===== config.mk =====
export PLATFORM = sky130hd
export DESIGN_NAME = load_unit
export DESIGN_NICKNAME = d
export VERILOG_FILES = /design/src/rtl/load_pkg.sv /design/src/rtl/load_align.sv /design/src/rtl/load_unit.sv
export SDC_FILE = /design/constraint.sdc
export NUM_CORES = 1
export LEC_CHECK = 0
export BUFFER_PORTS_ARGS = -buffer_cell sky130_fd_sc_hd__buf_4
export CORE_MARGIN = 2
export CORE_UTILIZATION = 56
export CTS_CLUSTER_SIZE = 25
export DETAILED_ROUTE_END_ITERATION = 16
export PLACE_DENSITY_LB_ADDON = 0.25
export SLEW_MARGIN = 25
export SYNTH_ARGS = -nofsm -noshare
export SYNTH_HDL_FRONTEND = slang
export SYNTH_SLANG_ARGS = --single-unit

===== constraint.sdc =====
create_clock -name clk -period 3.09 [get_ports clk]
set_input_delay 0.309 -clock clk [delete_from_list [all_inputs] [get_ports clk]]
set_output_delay 0.309 -clock clk [all_outputs]
set_load 0.005 [all_outputs]

===== src/rtl/load_pkg.sv =====
// Shared types and decode helpers for the MIPS32 little-endian load unit:
// op/state encodings, byteenable generation and the misalignment check.
package load_pkg;

    typedef enum logic [2:0] {
        OP_LB  = 3'b000,
        OP_LH  = 3'b001,
        OP_LWL = 3'b010,
        OP_LW  = 3'b011,
        OP_LBU = 3'b100,
        OP_LHU = 3'b101,
        OP_LWR = 3'b110,
        OP_ILL = 3'b111
    } load_op_t;

    typedef enum logic [1:0] {
        ST_IDLE = 2'd0,
        ST_READ = 2'd1,
        ST_RESP = 2'd2
    } load_state_t;

    // Byte lanes touched by a load at byte offset k within the word.
    function automatic logic [3:0] byte_enable(input load_op_t op, input logic [1:0] k);
        logic [4:0] lwl_mask;
        lwl_mask = (5'b00010 << k) - 5'd1;
        case (op)
            OP_LB, OP_LBU: byte_enable = 4'b0001 << k;
            OP_LH, OP_LHU: byte_enable = k[1] ? 4'b1100 : 4'b0011;
            OP_LW:         byte_enable = 4'b1111;
            OP_LWL:        byte_enable = lwl_mask[3:0];
            OP_LWR:        byte_enable = 4'b1111 << k;
            default:       byte_enable = 4'b0000;
        endcase
    endfunction

    function automatic logic is_misaligned(input load_op_t op, input logic [1:0] k);
        case (op)
            OP_LH, OP_LHU: is_misaligned = k[0];
            OP_LW:         is_misaligned = (k != 2'b00);
            default:       is_misaligned = 1'b0;
        endcase
    endfunction

endpackage


===== src/rtl/load_align.sv =====
// Combinational lane extraction, sign/zero extension and lwl/lwr merge of
// a 32-bit read word into the register write-back value.
module load_align
    import load_pkg::*;
(
    input  load_op_t    i_op,
    input  logic [1:0]  i_k,
    input  logic [31:0] i_readdata,
    input  logic [31:0] i_rt,
    output logic [31:0] o_data
);

    logic [4:0]  w_sh_r;
    logic [4:0]  w_sh_l;
    logic [31:0] w_shr;
    logic [15:0] w_half;

    // 3-k is the bitwise inverse of a 2-bit k, so lwl shifts by {~k, 000}.
    assign w_sh_r = {i_k, 3'b000};
    assign w_sh_l = {~i_k, 3'b000};
    assign w_shr  = i_readdata >> w_sh_r;
    assign w_half = i_k[1] ? i_readdata[31:16] : i_readdata[15:0];

    always_comb begin
        // NOTE: default assigned first so every path drives o_data; no latch.
        o_data = '0;
        case (i_op)
            OP_LB:   o_data = {{24{w_shr[7]}}, w_shr[7:0]};
            OP_LBU:  o_data = {24'h000000, w_shr[7:0]};
            OP_LH:   o_data = {{16{w_half[15]}}, w_half};
            OP_LHU:  o_data = {16'h0000, w_half};
            OP_LW:   o_data = i_readdata;
            OP_LWL:  o_data = (i_readdata << w_sh_l) | (i_rt & ~(32'hFFFF_FFFF << w_sh_l));
            OP_LWR:  o_data = w_shr | (i_rt & ~(32'hFFFF_FFFF >> w_sh_r));
            default: ;
        endcase
    end

endmodule


===== src/rtl/load_unit.sv =====
// Sequential load engine: accepts one load, issues a word-aligned Avalon-MM
// read with optional waitrequest timeout, returns the aligned write-back value.
module load_unit
    import load_pkg::*;
#(
    parameter int ADDR_W  = 32,
    parameter int TIMEOUT = 0
) (
    input  logic              clk,
    input  logic              reset_n,
    input  logic              req_valid,
    output logic              req_ready,
    input  logic [2:0]        req_op,
    input  logic [ADDR_W-1:0] req_addr,
    input  logic [31:0]       req_rt,
    output logic [ADDR_W-1:0] avm_address,
    output logic              avm_read,
    output logic [3:0]        avm_byteenable,
    input  logic              avm_waitrequest,
    input  logic [31:0]       avm_readdata,
    output logic              rsp_valid,
    output logic [31:0]       rsp_data,
    output logic              rsp_err
);

    localparam int CNT_W = (TIMEOUT > 0) ? $clog2(TIMEOUT + 1) : 1;
    localparam logic [CNT_W-1:0] TIMEOUT_CNT = CNT_W'(TIMEOUT);

    load_state_t       r_state;
    load_state_t       w_state_next;
    logic              r_avm_read;
    logic [ADDR_W-1:0] r_avm_address;
    logic [3:0]        r_avm_be;
    load_op_t          r_op;
    logic [1:0]        r_k;
    logic [31:0]       r_rt;
    logic [CNT_W-1:0]  r_wait_cnt;
    logic              r_rsp_valid;
    logic [31:0]       r_rsp_data;
    logic              r_rsp_err;

    load_op_t          w_req_op;
    logic [1:0]        w_req_k;
    logic              w_accept;
    logic              w_req_bad;
    logic              w_data_ok;
    logic              w_timeout;
    logic [31:0]       w_aligned;

    assign w_req_op  = load_op_t'(req_op);
    assign w_req_k   = req_addr[1:0];
    assign w_accept  = req_valid && (r_state == ST_IDLE);
    assign w_req_bad = (w_req_op == OP_ILL) || is_misaligned(w_req_op, w_req_k);
    assign w_data_ok = (r_state == ST_READ) && !avm_waitrequest;
    // Arriving data takes priority: timeout only fires while still stalled.
    assign w_timeout = (TIMEOUT > 0) && (r_state == ST_READ) && avm_waitrequest
                       && (r_wait_cnt == TIMEOUT_CNT);

    load_align u_align (
        .i_op       (r_op),
        .i_k        (r_k),
        .i_readdata (avm_readdata),
        .i_rt       (r_rt),
        .o_data     (w_aligned)
    );

    always_comb begin
        w_state_next = r_state;
        case (r_state)
            ST_IDLE: if (w_accept) w_state_next = w_req_bad ? ST_RESP : ST_READ;
            ST_READ: if (w_data_ok || w_timeout) w_state_next = ST_RESP;
            ST_RESP: w_state_next = ST_IDLE;
            default: w_state_next = ST_IDLE;
        endcase
    end

    // NOTE: sequential state uses non-blocking assignments so every register
    // samples pre-edge values regardless of statement order.
    always_ff @(posedge clk or negedge reset_n) begin
        if (!reset_n) r_state <= ST_IDLE;
        else          r_state <= w_state_next;
    end

    always_ff @(posedge clk or negedge reset_n) begin
        if (!reset_n) begin
            r_avm_read    <= 1'b0;
            r_avm_address <= '0;
            r_avm_be      <= 4'b0000;
            r_op          <= OP_LB;
            r_k           <= 2'b00;
            r_rt          <= '0;
            r_wait_cnt    <= '0;
            r_rsp_valid   <= 1'b0;
            r_rsp_data    <= '0;
            r_rsp_err     <= 1'b0;
        end else begin
            r_rsp_valid <= 1'b0;
            case (r_state)
                ST_IDLE: begin
                    if (w_accept) begin
                        if (w_req_bad) begin
                            r_rsp_valid <= 1'b1;
                            r_rsp_err   <= 1'b1;
                            r_rsp_data  <= '0;
                        end else begin
                            r_avm_read    <= 1'b1;
                            r_avm_address <= {req_addr[ADDR_W-1:2], 2'b00};
                            r_avm_be      <= byte_enable(w_req_op, w_req_k);
                            r_op          <= w_req_op;
                            r_k           <= w_req_k;
                            r_rt          <= req_rt;
                            r_wait_cnt    <= '0;
                        end
                    end
                end
                ST_READ: begin
                    if (w_data_ok) begin
                        r_avm_read  <= 1'b0;
                        r_rsp_valid <= 1'b1;
                        r_rsp_err   <= 1'b0;
                        r_rsp_data  <= w_aligned;
                    end else if (w_timeout) begin
                        r_avm_read  <= 1'b0;
                        r_rsp_valid <= 1'b1;
                        r_rsp_err   <= 1'b1;
                        r_rsp_data  <= '0;
                    end else if (r_wait_cnt != {CNT_W{1'b1}}) begin
                        r_wait_cnt <= r_wait_cnt + 1'b1;
                    end
                end
                default: ;
            endcase
        end
    end

    assign req_ready      = (r_state == ST_IDLE);
    assign avm_read       = r_avm_read;
    assign avm_address    = r_avm_address;
    assign avm_byteenable = r_avm_be;
    assign rsp_valid      = r_rsp_valid;
    assign rsp_data       = r_rsp_data;
    assign rsp_err        = r_rsp_err;

endmodule


**Yosys cells after proc, flatten, opt, wreduce, memory -nomap -nowiden**

Index checks and enable logic that the tools add are counted.

- Flip-flop bits (word level): 108
- Input port bits: 103

- Bitwise gates (word level): 8
- $add $sub $neg: 1
- Equal/unequal tests: 18
- Muxes and demuxes: 24
- Shift-type cells: 7
- Reductions and logical operators: 15

Operator list:

| kind | number |
|---|---|
| $pmux 32 s7 | 1 |
| $mux 32 | 3 |
| $and 32x32->32 | 2 |
| $not 32->32 | 2 |
| $or 32x32->32 | 2 |
| $pmux 32 s2 | 1 |
| $shl 32x5->32 | 1 |
| $shl 32x5->32 const A | 1 |
| $shr 32x5->32 | 1 |
| $shr 32x5->32 const A | 1 |
| $eq 3x3->1 const B | 7 |
| $pmux 4 s5 | 1 |
| $mux 16 | 1 |
| $eq 3x2->1 const B | 4 |
| $mux 1 | 8 |
| $pmux 1 s2 | 4 |
| $reduce_and 4->1 | 2 |
| $eq 3x1->1 const B | 2 |
| $logic_not 3->1 | 2 |
| $mux 2 | 3 |
| $mux 4 | 1 |
| $ne 2x1->1 const B | 2 |
| $ne 2x2->1 const B | 2 |
| $pmux 2 s2 | 1 |
| 15 further kinds | 18 |

**Longest topological paths before layout**

- Depth after elaboration: 8
- Depth in mapped cells: 8
- Gate-level depth less buffers: 5

**Modules after synthesis**

A second synthesis with hierarchy kept.

- Cells, all modules: 578
- Area, all modules: 6099.6 um^2

Modules (own cells, without submodules):

| module | sequential area each (um^2) | cells an instance | area each (um^2) | instances |
|---|---|---|---|---|
| load_unit | 2702.6 | 334 | 4322.9 | 1 |
| load_align | 0.0 | 244 | 1776.7 | 1 |

**Worst setup path before layout**

Ideal clock, no wire load.

- Kind: reg2reg
- From: register r_k[0]
- To: register r_rsp_data[20], in the netlist rsp_data[20]
- Clock period less this slack: 1.869 ns
- Arrival time: 1.745 ns
- Cell stages (with the launch flop): 7
- Data required time: 2.966 ns
- Slack: 1.221 ns
- Buffers on the path: 2
- Cell sequence: dfrtp_1 -> buf_2 -> clkbuf_1 -> mux2_2 -> a221oi_1 -> a211oi_2 -> a211o_1

- Longest elaborated chain between the ends: 8

Ends and longest elaborated chain:

| what | RTL line | RTL |
|---|---|---|
| from (decl) | load_unit.sv:35 | `logic [1:0] r_k;` |
| from (signal assigned) | load_unit.sv:110 | `r_k <= w_req_k;` |
| $not 2->2 | load_align.sv:20 | `assign w_sh_l = {~i_k, 3'b000};` |
| $shl 32x5->32 | load_align.sv:33 | `OP_LWL: o_data = (i_readdata << w_sh_l) \| (i_rt & ~(32'hFFFF_FFFF << w_sh_l));` |
| $not 32->32 | load_align.sv:33 |  |
| $and 32x32->32 | load_align.sv:33 |  |
| $or 32x32->32 | load_align.sv:33 |  |
| $pmux 32 s7 * | load_align.sv:27 | `case (i_op)` |
| $mux 32 * | load_unit.sv:117 | `if (w_data_ok) begin` |
| $pmux 32 s2 * | load_unit.sv:98 | `case (r_state)` |
| to (signal assigned) | load_unit.sv:121 | `r_rsp_data <= w_aligned;` |
| to (decl) | load_unit.sv:39 | `logic [31:0] r_rsp_data;` |

Every way passes the cells marked *; elsewhere a longest branch is shown, timed or not. The select of a mux whose other input is x is not followed.
A chain may end at the register's enable or synchronous reset.

**Worst setup path in the final report**

- From: register r_state[1]
- To: register r_rsp_data[23], in the netlist rsp_data[23]

- Longest elaborated chain between the ends: 4

Ends and longest elaborated chain:

| what | RTL line | RTL |
|---|---|---|
| from (decl) | load_unit.sv:29 | `load_state_t r_state;` |
| from (signal assigned) | load_unit.sv:81 | `else r_state <= w_state_next;` |
| $eq 2x1->1 or $logic_not 2->1 (tied branches) | load_unit.sv:54, load_unit.sv:98, load_unit.sv:52 |  |
| $logic_and 1x1->1 (on tied branches) | load_unit.sv:54, load_unit.sv:52 |  |
| $ne 2x2->1 (no source line) or $ne 2x1->1 (tied branches) | n/a |  |
| $reduce_and 4->1 (no source line) | n/a |  |

Parallel ways exist; a longest one is shown, timed or not.

==> impl_results.md <==
* Post-Synth XOR/XNOR Area at 0%
* Chip height at 111 um
* WP data required at 3.38 ns
* Mapped cell area at 0.00646 mm^2
* Post-synthesis mux area share at 24.5%
* Final Max Tran Viols at 0
* Worst setup startpoint: r_state[1]
* Top_reg_cell synth: dfrtp_1
* Setup TNS at 0 ns
* Die area at 0.0124 mm^2
* Die width at 111 um
* Top post-synthesis cells by area: dfrtp_1, mux2_2, mux4_2
* Simple-Gate Fraction of Synth Area at 8.97%
* FMAX at 419 MHz
* Starting Density at 57.1%
* Final setup fails at 0
* Max Cap Viol at 0
* Total Power at 0.00678 W
* Minimum clock period after layout at 2.38 ns
* Final Skew at 0.00690 ns
* Hold_buf cts at 1
* Lkg Pwr at 3.63 nW
* Least-Margin Pin Slew at 0.803 ns
* Worst Path Max Fanout at 17
* Post-DR vias/cell at 6.37
* Count of different cell masters after synthesis at 57
* Multi-input gate area at 0.00344 mm^2
* Dpl ws at 0.653 ns
* # port buffers at 172
* Slew HR at 46.5%
* Clock Path Buffers at 2
* CTS Sinks at 108
* Met3 WL post-DR at 1720 um
* Area grow syn2layout at 24.9%
* Adder-Cell Fraction of Synth Area at 0%
* Worst Setup End Kind: flop
* # diodes at 0
* Slowest CP cell: or3b_1
* Crit path kind: reg2reg
* Vias at 5542
* GRT Residual Overflow at 0
* Share of layout cells above drive strength 1 at 45.1%
* Post-CTS Setup Inserts at 0
* Fin nets at 825
* Yosys reg bits at 108
* Post-synthesis sequential area ratio at 41.8%
* Yosys top cell by area: dfrtp_1
* Final Hold Violating Endpoints at 0
* Filler instances at 856
* HPWL after DPL at 13400 um
* Compound-gate portion of the synthesized area at 19.4%
* Final Cycle Share at 77.2%
* TritonRoute pass-1 iters at 6
* Met2 WL at 8720 um
* CTS tree: done
* Reg clk slew, reported paths at 0.08 ns
* Worst vdd ir at 0.571 mV
* Core area at 0.0113 mm^2
* Vias in the first global route at 5654
* WL met1 at 7360 um
* Final Core Density at 71.3%
* Yosys top cell area share at 41.8%
* DR WL/cell at 21.0 um
* Top Metal Used: met4
* RSZ-0062 raised after global routing: false
* DR DRC count at 0
* Num rows at 39
* Post-synth EDFFs at 0
* Storage element area at 0.00271 mm^2
* Syn_area_per_cell at 11.2 um^2
* Syn Inst Count at 578
* Fin worst setup slack at 0.706 ns
* Hold Path Class: in2reg
* Clock Root Buffer: clkbuf_16
* CP cell instances: or3b_1 > a2111oi_4 > o21a_1 > a211o_2
* RD Place Congestion at 0.953
* Hold path start: req_rt[9]
* Async S/R FF share, synth at 100%
* First-pass GRT wire length at 29600 um
* CTS H-tree lvls at 3
* CTS buffer count at 9
* Final WL at 18300 um
* PD cells at 840 mW/mm^2
* Max stage delay on crit path at 0.69 ns
* Largest family of logic cells by synthesized area: multiplexers
* Ys Warns at 0
* Antenna viol nets, final at 0
* Startpoint Class: flop
* Crit path DAT at 2.67 ns
* GRT Util Overall at 29.9%
* Outcome: completed
* Ports at 175
* Drt initial violations at 553
* Initial antenna violation count at 0
* Pin count of the biggest net entering global routing at 85
* FF-to-FF Start: r_state[1]
* Clk_lat worst skew at 0.35 ns
* Post_cts resized at 0
-- stage by stage --
stage          instances  hold slack, ns  instance area, um^2
3_5_place_dp         853           0.300                 7770
5_1_grt              870           0.172                 8070
3_3_place_gp         853           0.292                 7770
6_report             870           0.183                 8070
4_1_cts              870           0.173                 8070
2_1_floorplan        579          0.0134                 6460
-- power breakdown --
part / total (W) / switching [W] / internal, W
registers: 0.00251 / 0.000524 / 0.00198
clock network: 0.00112 / 0.000560 / 0.000560
logic: 0.00315 / 0.00142 / 0.00173
-- cells by family after synthesis --
kind of cell / Yosys count
simple gates: 110
other cells: 1
mux: 126
flops: 108
compound gates: 171
buf+inv: 62
-- registers in the layout, indices dropped and copies added, names as in the netlist --
name            flops
r_rt               32
rsp_data           32
avm_address        30
avm_byteenable      4
r_op                3
r_k                 2
r_state             2
avm_read            1
rsp_err             1
rsp_valid           1
-- metal layers --
layer  up-vias  track usage [%]
met3        38             7.68
li1       2473                -
met4         0             9.05
met5         -                0
met1      2724             40.0
met2       307             48.5
-- synth_stat cells (9+ instances only) --
master,number
mux4_2,17
mux2i_1,20
mux2_2,89
a21oi_1,28
dfrtp_1,108
o21ai_0,32
o211ai_1,15
nand2b_1,12
nand3_1,16
nor2_1,14
clkbuf_1,18
o21a_1,11
a211o_2,9
buf_2,23
nand2_1,34
-- layout by cell type, fill, tap and decap left out, drive strengths merged, types with 2 or more instances in the layout --
cell | Yosys | routed
buf | 37 | 186
dfrtp | 108 | 108
mux2 | 89 | 89
nand2 | 34 | 34
o21ai | 32 | 32
a21oi | 28 | 28
mux2i | 20 | 20
a211o | 18 | 18
mux4 | 17 | 17
nand3 | 16 | 16
o211ai | 16 | 16
nor2 | 14 | 14
nand2b | 12 | 12
o21a | 11 | 11
nor3b | 10 | 10
clkbuf | 18 | 9
a211oi | 9 | 9
a22oi | 8 | 8
a31oi | 8 | 8
a21boi | 8 | 8
inv | 6 | 8
nor2b | 7 | 7
a221oi | 7 | 7
and3 | 7 | 7
a221o | 7 | 7
a22o | 6 | 6
clkinvlp | 0 | 4
nand3b | 3 | 3
nor3 | 2 | 2
conb | 1 | 2
o221ai | 2 | 2
a2111oi | 2 | 2
clkinv | 1 | 2
-- final timing paths --
| kind | to | slack [ns] | cells past startpoint |
|---|---|---|---|
| worst max-delay path | rsp_data[23] | 0.71 | 4 |
| worst max register to register | rsp_data[23] | 0.71 | 4 |
| worst min register to register | avm_read | 0.49 | 2 |
| worst min-delay path | r_rt[9] | 0.18 | 2 |
| max in group asynchronous | r_k[0] | 1.86 | 3 |
| min in group asynchronous | rsp_data[9] | 0.46 | 2 |
-- worst max-delay path, delay by kind of cell, from the launching register on --
kind | cells | cell delay [ns]
compound gates | 3 | 1.23
flops | 1 | 0.41
simple gates | 1 | 0.69
-- layout make-up --
cell class / instances / share of cell area, %
Multi-Input combinational cell: 409 / 42.6
Timing Repair Buffer: 187 / 17.7
Tap cell: 143 / 2.22
Clock buffer: 9 / 2.79
Clock inverter: 7 / 0.760
Sequential cell: 108 / 33.5
Inverter: 7 / 0.326
Note: power is estimated with default switching activity, not from simulation.
